[src/rtl/jpeg_dec_pkg.sv]
// Shared JPEG decoder constants: zigzag map, dequant/zigzag FSM states, datapath widths.
package jpeg_dec_pkg;

  localparam int COEF_W = 12;
  localparam int Q_W    = 8;
  localparam int PIX_W  = 8;

  // ZZ_TO_NAT[k] is the raster (row*8+col) index of zigzag position k.
  localparam logic [5:0] ZZ_TO_NAT [0:63] = '{
     6'd0,  6'd1,  6'd8, 6'd16,  6'd9,  6'd2,  6'd3, 6'd10,
    6'd17, 6'd24, 6'd32, 6'd25, 6'd18, 6'd11,  6'd4,  6'd5,
    6'd12, 6'd19, 6'd26, 6'd33, 6'd40, 6'd48, 6'd41, 6'd34,
    6'd27, 6'd20, 6'd13,  6'd6,  6'd7, 6'd14, 6'd21, 6'd28,
    6'd35, 6'd42, 6'd49, 6'd56, 6'd57, 6'd50, 6'd43, 6'd36,
    6'd29, 6'd22, 6'd15, 6'd23, 6'd30, 6'd37, 6'd44, 6'd51,
    6'd58, 6'd59, 6'd52, 6'd45, 6'd38, 6'd31, 6'd39, 6'd46,
    6'd53, 6'd60, 6'd61, 6'd54, 6'd47, 6'd55, 6'd62, 6'd63
  };

  typedef enum logic [1:0] {
    COLLECT = 2'd0,
    FLUSH   = 2'd1,
    EMIT    = 2'd2
  } dqz_state_t;

endpackage

[src/rtl/jpeg_dequant_zigzag_if.sv]
// Bus bundle for the dequant/zigzag stage: table writes, coefficient stream, block output.
interface jpeg_dequant_zigzag_if;
  import jpeg_dec_pkg::*;

  logic                     qt_wr_en;
  logic [5:0]               qt_wr_addr;
  logic [Q_W-1:0]           qt_wr_data;
  logic                     s_valid;
  logic                     s_ready;
  logic signed [COEF_W-1:0] s_coef;
  logic [5:0]               s_zz;
  logic                     s_eob;
  logic [64*PIX_W-1:0]      data_out;
  logic                     m_valid;

  modport slave (
    input  qt_wr_en, qt_wr_addr, qt_wr_data, s_valid, s_coef, s_zz, s_eob,
    output s_ready, data_out, m_valid
  );

  modport master (
    output qt_wr_en, qt_wr_addr, qt_wr_data, s_valid, s_coef, s_zz, s_eob,
    input  s_ready, data_out, m_valid
  );

endinterface

[src/rtl/dequant_mul.sv]
// Registered signed coefficient x unsigned quantizer, arithmetic shift, saturate to PIX_W.
module dequant_mul
  import jpeg_dec_pkg::*;
#(
  parameter int SHIFT = 0
) (
  input  logic                     clk,
  input  logic                     rst,
  input  logic signed [COEF_W-1:0] coef,
  input  logic [Q_W-1:0]           q,
  output logic signed [PIX_W-1:0]  pix
);

  localparam int PROD_W = COEF_W + Q_W + 1;
  localparam logic signed [PROD_W-1:0] SAT_MAX = PROD_W'((2 ** (PIX_W - 1)) - 1);
  localparam logic signed [PROD_W-1:0] SAT_MIN = ~SAT_MAX;

  logic signed [PROD_W-1:0] prod;
  logic signed [PROD_W-1:0] shifted;
  logic signed [PIX_W-1:0]  pix_c;

  // zero-extend q by one bit so it multiplies as a non-negative signed operand
  assign prod    = PROD_W'(coef) * PROD_W'($signed({1'b0, q}));
  assign shifted = prod >>> SHIFT;

  always_comb begin
    pix_c = shifted[PIX_W-1:0];
    if (shifted > SAT_MAX)
      pix_c = SAT_MAX[PIX_W-1:0];
    else if (shifted < SAT_MIN)
      pix_c = SAT_MIN[PIX_W-1:0];
  end

  always_ff @(posedge clk) begin
    if (rst)
      pix <= '0;
    else
      pix <= pix_c;
  end

endmodule

[src/rtl/jpeg_dequant_zigzag.sv]
// Dequantize zigzag-ordered coefficients into a natural-order 8x8 bank and emit rate-limited blocks.
//   state   | meaning
//   COLLECT | accepting coefficients into the bank
//   FLUSH   | last pipelined product lands in the bank
//   EMIT    | waiting for gap counter to expire, then publish block
module jpeg_dequant_zigzag
  import jpeg_dec_pkg::*;
#(
  parameter int MIN_GAP = 40,
  parameter int SHIFT   = 0
) (
  input  logic                 clk,
  input  logic                 rst,
  jpeg_dequant_zigzag_if.slave bus
);

  localparam int GAP_W = (MIN_GAP > 2) ? $clog2(MIN_GAP) : 1;

  dqz_state_t          state, state_nxt;
  logic [Q_W-1:0]      qt [0:63];
  logic [PIX_W-1:0]    bank [0:63];
  logic [GAP_W-1:0]    gap_cnt;
  logic [5:0]          wr_idx;
  logic                wr_vld;
  logic signed [PIX_W-1:0] wr_pix;
  logic [64*PIX_W-1:0] data_q;
  logic                m_valid_q;
  logic                ready_c;
  logic                emit;
  logic                accept;
  logic                blk_end;

  assign accept  = bus.s_valid & ready_c;
  assign blk_end = accept & (bus.s_eob | (bus.s_zz == 6'd63));

  assign bus.s_ready  = ready_c;
  assign bus.data_out = data_q;
  assign bus.m_valid  = m_valid_q;

  // table read is combinational, so a same-edge write is seen only by later beats
  dequant_mul #(.SHIFT(SHIFT)) u_mul (
    .clk  (clk),
    .rst  (rst),
    .coef (bus.s_coef),
    .q    (qt[bus.s_zz]),
    .pix  (wr_pix)
  );

  always_comb begin
    state_nxt = state;
    ready_c   = 1'b0;
    emit      = 1'b0;
    case (state)
      COLLECT: begin
        ready_c = 1'b1;
        if (blk_end) state_nxt = FLUSH;
      end
      FLUSH: state_nxt = EMIT;
      EMIT: begin
        if (gap_cnt == '0) begin
          emit      = 1'b1;
          state_nxt = COLLECT;
        end
      end
      default: state_nxt = COLLECT;
    endcase
  end

  always_ff @(posedge clk) begin
    if (rst) begin
      state     <= COLLECT;
      gap_cnt   <= '0;
      wr_vld    <= 1'b0;
      wr_idx    <= '0;
      data_q    <= '0;
      m_valid_q <= 1'b0;
      for (int n = 0; n < 64; n++) begin
        qt[n]   <= Q_W'(1);
        bank[n] <= '0;
      end
    end else begin
      state     <= state_nxt;
      wr_vld    <= accept;
      wr_idx    <= ZZ_TO_NAT[bus.s_zz];
      m_valid_q <= emit;
      if (bus.qt_wr_en) qt[bus.qt_wr_addr] <= bus.qt_wr_data;
      if (wr_vld) bank[wr_idx] <= wr_pix;
      if (emit) begin
        gap_cnt <= GAP_W'(MIN_GAP - 1);
        for (int n = 0; n < 64; n++) begin
          data_q[8*n +: 8] <= bank[n];
          bank[n]          <= '0;
        end
      end else if (gap_cnt != '0) begin
        gap_cnt <= gap_cnt - 1'b1;
      end
    end
  end

endmodule

[src/flat_wrapper.sv]
// flat-port wrapper written by rule: the top's interface ports become plain ports
module jpeg_dequant_zigzag_flat import jpeg_dec_pkg::*;
#(
  parameter int MIN_GAP = 40,
  parameter int SHIFT   = 0
)
  (clk, rst, bus_qt_wr_en, bus_qt_wr_addr, bus_qt_wr_data, bus_s_valid, bus_s_coef, bus_s_zz, bus_s_eob, bus_s_ready, bus_data_out, bus_m_valid);
  jpeg_dequant_zigzag_if bus_i ();
  input  logic clk;
  input  logic rst;
  input wire logic [$bits(bus_i.qt_wr_en)-1:0] bus_qt_wr_en;
  input wire logic [$bits(bus_i.qt_wr_addr)-1:0] bus_qt_wr_addr;
  input wire logic [$bits(bus_i.qt_wr_data)-1:0] bus_qt_wr_data;
  input wire logic [$bits(bus_i.s_valid)-1:0] bus_s_valid;
  input wire logic [$bits(bus_i.s_coef)-1:0] bus_s_coef;
  input wire logic [$bits(bus_i.s_zz)-1:0] bus_s_zz;
  input wire logic [$bits(bus_i.s_eob)-1:0] bus_s_eob;
  output wire logic [$bits(bus_i.s_ready)-1:0] bus_s_ready;
  output wire logic [$bits(bus_i.data_out)-1:0] bus_data_out;
  output wire logic [$bits(bus_i.m_valid)-1:0] bus_m_valid;
  assign bus_i.qt_wr_en = bus_qt_wr_en;
  assign bus_i.qt_wr_addr = bus_qt_wr_addr;
  assign bus_i.qt_wr_data = bus_qt_wr_data;
  assign bus_i.s_valid = bus_s_valid;
  assign bus_i.s_coef = bus_s_coef;
  assign bus_i.s_zz = bus_s_zz;
  assign bus_i.s_eob = bus_s_eob;
  assign bus_s_ready = bus_i.s_ready;
  assign bus_data_out = bus_i.data_out;
  assign bus_m_valid = bus_i.m_valid;
  jpeg_dequant_zigzag #(.MIN_GAP(MIN_GAP), .SHIFT(SHIFT)) u_core (.clk(clk), .rst(rst), .bus(bus_i));
endmodule
[config.mk]
export PLATFORM = sky130hd
export DESIGN_NAME = jpeg_dequant_zigzag_flat
export DESIGN_NICKNAME = d
export VERILOG_FILES = /design/src/rtl/jpeg_dec_pkg.sv /design/src/rtl/jpeg_dequant_zigzag_if.sv /design/src/rtl/dequant_mul.sv /design/src/rtl/jpeg_dequant_zigzag.sv /design/src/flat_wrapper.sv
export SDC_FILE = /design/constraint.sdc
export NUM_CORES = 2
export LEC_CHECK = 0
export CORE_MARGIN = 3
export CORE_UTILIZATION = 55
export DETAILED_ROUTE_END_ITERATION = 6
export HOLD_SLACK_MARGIN = 0.15
export PLACE_DENSITY = 0.81
export SLEW_MARGIN = 20
export SYNTH_ARGS = -nofsm -noshare
export SYNTH_HDL_FRONTEND = slang
export SYNTH_SLANG_ARGS = --single-unit
[constraint.sdc]
create_clock -name clk -period 15.6 [get_ports clk]
set_clock_uncertainty 0.1 [all_clocks]
set_input_delay 3.9 -clock clk [delete_from_list [all_inputs] [get_ports clk]]
set_output_delay 3.9 -clock clk [all_outputs]
set_load 0.01 [all_outputs]
==> flow_summary_export.csv <==
group,metric,value,unit
timing,setup_viol,0,
power,power-per-cell-area,144,mW/mm²
routing,first_pass_iters,5,
final_layout,seq_area,0.0415,mm²
worst_setup_path,path_common_cell,"fa_1",
worst_setup_path,critical_path_class,"in -> reg",
status,status,"finished clean",
min_path,hp-start,"u_core.bank[42][2]",
routing,drt-wirelength-per-cell,26.1,µm
synthesis,synth-edff-count,1024,
min_path,min_path_type,"reg -> reg",
worst_setup_path,timing.critical_path.slowest_cell_delay,0.77,ns
routing,route.detailed.drc,0,
worst_setup_path,crit_path_cell_trace,"clkbuf_8, buf_4, mux4_1, mux4_2, mux4_2, nand2_1, fa_1, inv_1, fa_1, inv_1, fa_1, fa_1, inv_1, ha_1, a21oi_1, nand2_1, a2111oi_0, o21ai_0, a2111oi_0, a32oi_1, a21oi_1",
clock_network,cts-root-buf,"clkbuf_16",
timing,tns,0,ns
clock_network,cts_buffer_depth,3,
timing,final_hold_viol_count,0,
timing,post-route-period-util,0.743,
clock_network,worst_skew_pair.late_latency,0.79,ns
worst_setup_path,critPathCaptureType,"flop",
global_route,grt_pass1_vias,39100,
worst_setup_path,crit_required,16.17,ns
routing,viasPerCell,6.01,
final_layout,fin_nets,5168,
clock_network,cts_resized,0,
placement,placedCellCount,6350,
timing,maxSlewHeadroom,0.223,
worst_setup_path,rr_worst_depth,19,
timing,tightest_slew,1.16,ns
worst_setup_path,r2r_start,"u_core.qt[48][1]",
final_layout,fill_cells,7691,
die,die_h,347,µm
synthesis,syn_avg_cell_area,14.0,µm²
clock_network,cts.sinks,1560,
routing,wl,174000,µm
run,drv_cap,0,
timing,finalMaxSlewViolations,0,
synthesis,ys_ff_latch,1560,
final_layout,area_growth_syn_to_layout,18.5,%
synthesis,synthesis.area,0.0639,mm²
timing,period_minus_slack,11.59,ns
synthesis,ys_types,62,
clock_network,hold_buffers,0,
worst_setup_path,cp.arrival,12.16,ns
global_route,grt_pass1_wl,258000,µm
clock_network,cts_buffers,155,
synthesis,async_flop_share,0,
synthesis,netlist.area_leader.share,0.481,
final_layout,fin_util,0.659,
routing,drt_iter0_drc,4444,
worst_setup_path,crit_path_start,"bus_s_zz[0]",
placement,port_buffers,550,
die,io_pins,551,
power,peakVddDrop,0.176,mV
synthesis,ys_top_cells_by_area,"edfxtp_1 (48%), dfxtp_1 (17%), and2_1 (9.9%), a22o_1 (7.1%), mux4_2 (5.4%)",
synthesis,synth.largest_area_cell,"edfxtp_1",
clock_network,tritoncts,"yes",
global_route,grtUsageTotal,0.287,
routing,antenna_left,0,
timing,fmax,86.3,MHz
timing,rsz0062_at_grt,"false",
clock_network,postCtsSetupRepairBufs,0,
routing,num_vias,39900,
global_route,grt_antenna_before_repair,7,
power,p_leak,27.7,nW
global_route,grt_overflow_total,0,
placement,place_congestion,0.874,
timing,timing.final.ws_setup,4.01,ns
synthesis,synth_nets,4725,
final_layout,stdcell_count,6650,
synthesis,ys.flop_type,"edfxtp_1",
die,start_util,0.556,
worst_setup_path,path_max_fanout,58,
synthesis,yosysWarnings,0,
synthesis,syn_inst,4553,
die,die_w,347,µm
die,rows,124,
worst_setup_path,start_kind,"input pin",
timing,fin_hold_ws,0.324,ns
worst_setup_path,slowest_stage,"buf_4",
die,die-area,0.120,mm²
final_layout,multiInputGateArea,0.0205,mm²
min_path,hold_depth,1,
placement,dp_hpwl,114000,µm
synthesis,seq_area_frac_synth,0.649,
clock_network,clkSlewWorstSetupHoldPaths,0.06,ns
final_layout,final_cell_mix,"edfxtp_1 (1024), and2_1 (1008), clkdlybuf4s50_1 (539), dfxtp_1 (528), a22o_1 (516)",
placement,place_ws,3.26,ns
die,coreArea,0.115,mm²
final_layout,layout-drive-gt1-share,0.0984,
final_layout,final_common_cell,"edfxtp_1",
global_route,grt_max_degree,216,
clock_network,cts-htree-levels,4,
-- cell families (layout without fill, tap and decap cells) --
logic type / Yosys count / in the layout / synth area share
compound gates: 758 / 758 / 0.0930
mux: 171 / 171 / 0.0601
simple gates: 1419 / 1419 / 0.129
fa+ha+maj: 135 / 135 / 0.0356
xor+xnor: 21 / 21 / 0.00288
buf+inv: 489 / 1066 / 0.0306
other cells: 0 / 8 / 0
flops: 1560 / 1560 / 0.649
-- flip-flops by register name (all words and copies together) (netlist names) --
register,cells
bus_data_out,512
u_core.bank,512
u_core.bus.m_valid,1
u_core.gap_cnt,6
u_core.qt,512
u_core.state,2
u_core.u_mul.pix,8
u_core.wr_idx,6
u_core.wr_vld,1
-- path summary, 6_finish.rpt --
check                                            to  slack (ns)
worst max-delay path            u_core.u_mul.pix[6]        4.01
worst min register to register    bus_data_out[338]        0.32
worst max register to register  u_core.u_mul.pix[6]        8.19
worst min-delay path              bus_data_out[338]        0.32
-- metrics by stage --
step / instance area, µm² / total power [mW]
finish: 75700 / 10.9
global route: 75700 / 11.4
CTS: 75700 / 10.9
detailed placement: 70600 / 7.31
global placement: 70600 / 7.26
floorplan: 63900 / 6.57
-- power breakdown --
group | switching [mW] | total (mW) | leakage [nW] | internal, mW
clock network | 1.61 | 3.68 | 2.47 | 2.07
logic | 1.59 | 2.54 | 10.8 | 0.946
registers | 0.111 | 4.71 | 14.5 | 4.60
-- critical path, delay by kind of cell --
kind	cells	cell delay [ns]
AOI/OAI and AO/OA	6	2.01
and+or+nand+nor	2	0.29
muxes	3	1.86
buffers and inverters	5	1.65
adders and majority gates	5	2.31
-- synth_stat cells, types with 6 or more instances --
library cell and number:
mux4_1 13, a211oi_1 13, a21oi_1 32, edfxtp_1 1024, nor2b_1 10, and2_1 1008
buf_6 7, buf_1 44, nand3_1 12, mux4_2 153, buf_2 8, nor2_1 171
nand2b_1 6, fa_1 78, a22o_1 516, dfxtp_1 536, nor3_1 14, nand4_1 7
ha_1 57, nand2_1 94, o211ai_1 6, or3_1 72, xor2_1 7, o21ai_0 148
inv_1 126, clkbuf_1 296, xnor2_1 14
-- per-layer routing --
layer	GRT usage	up-vias	wire, µm
li1	-	17500	-
met5	0	-	70
met3	0.0638	430	16900
met1	0.376	19800	65900
met4	0.148	10	10200
met2	0.453	2230	80500
-- layout make-up --
type / count / share of cell area
antenna: 8 / 0.000264
clock buffer: 225 / 0.0579
clock inverter: 66 / 0.00960
inverter: 127 / 0.00630
multi-input combinational: 2504 / 0.270
sequential: 1560 / 0.548
tap: 1512 / 0.0250
timing repair buffer: 648 / 0.0826
No activity file was read; power rests on OpenSTA's default activity.
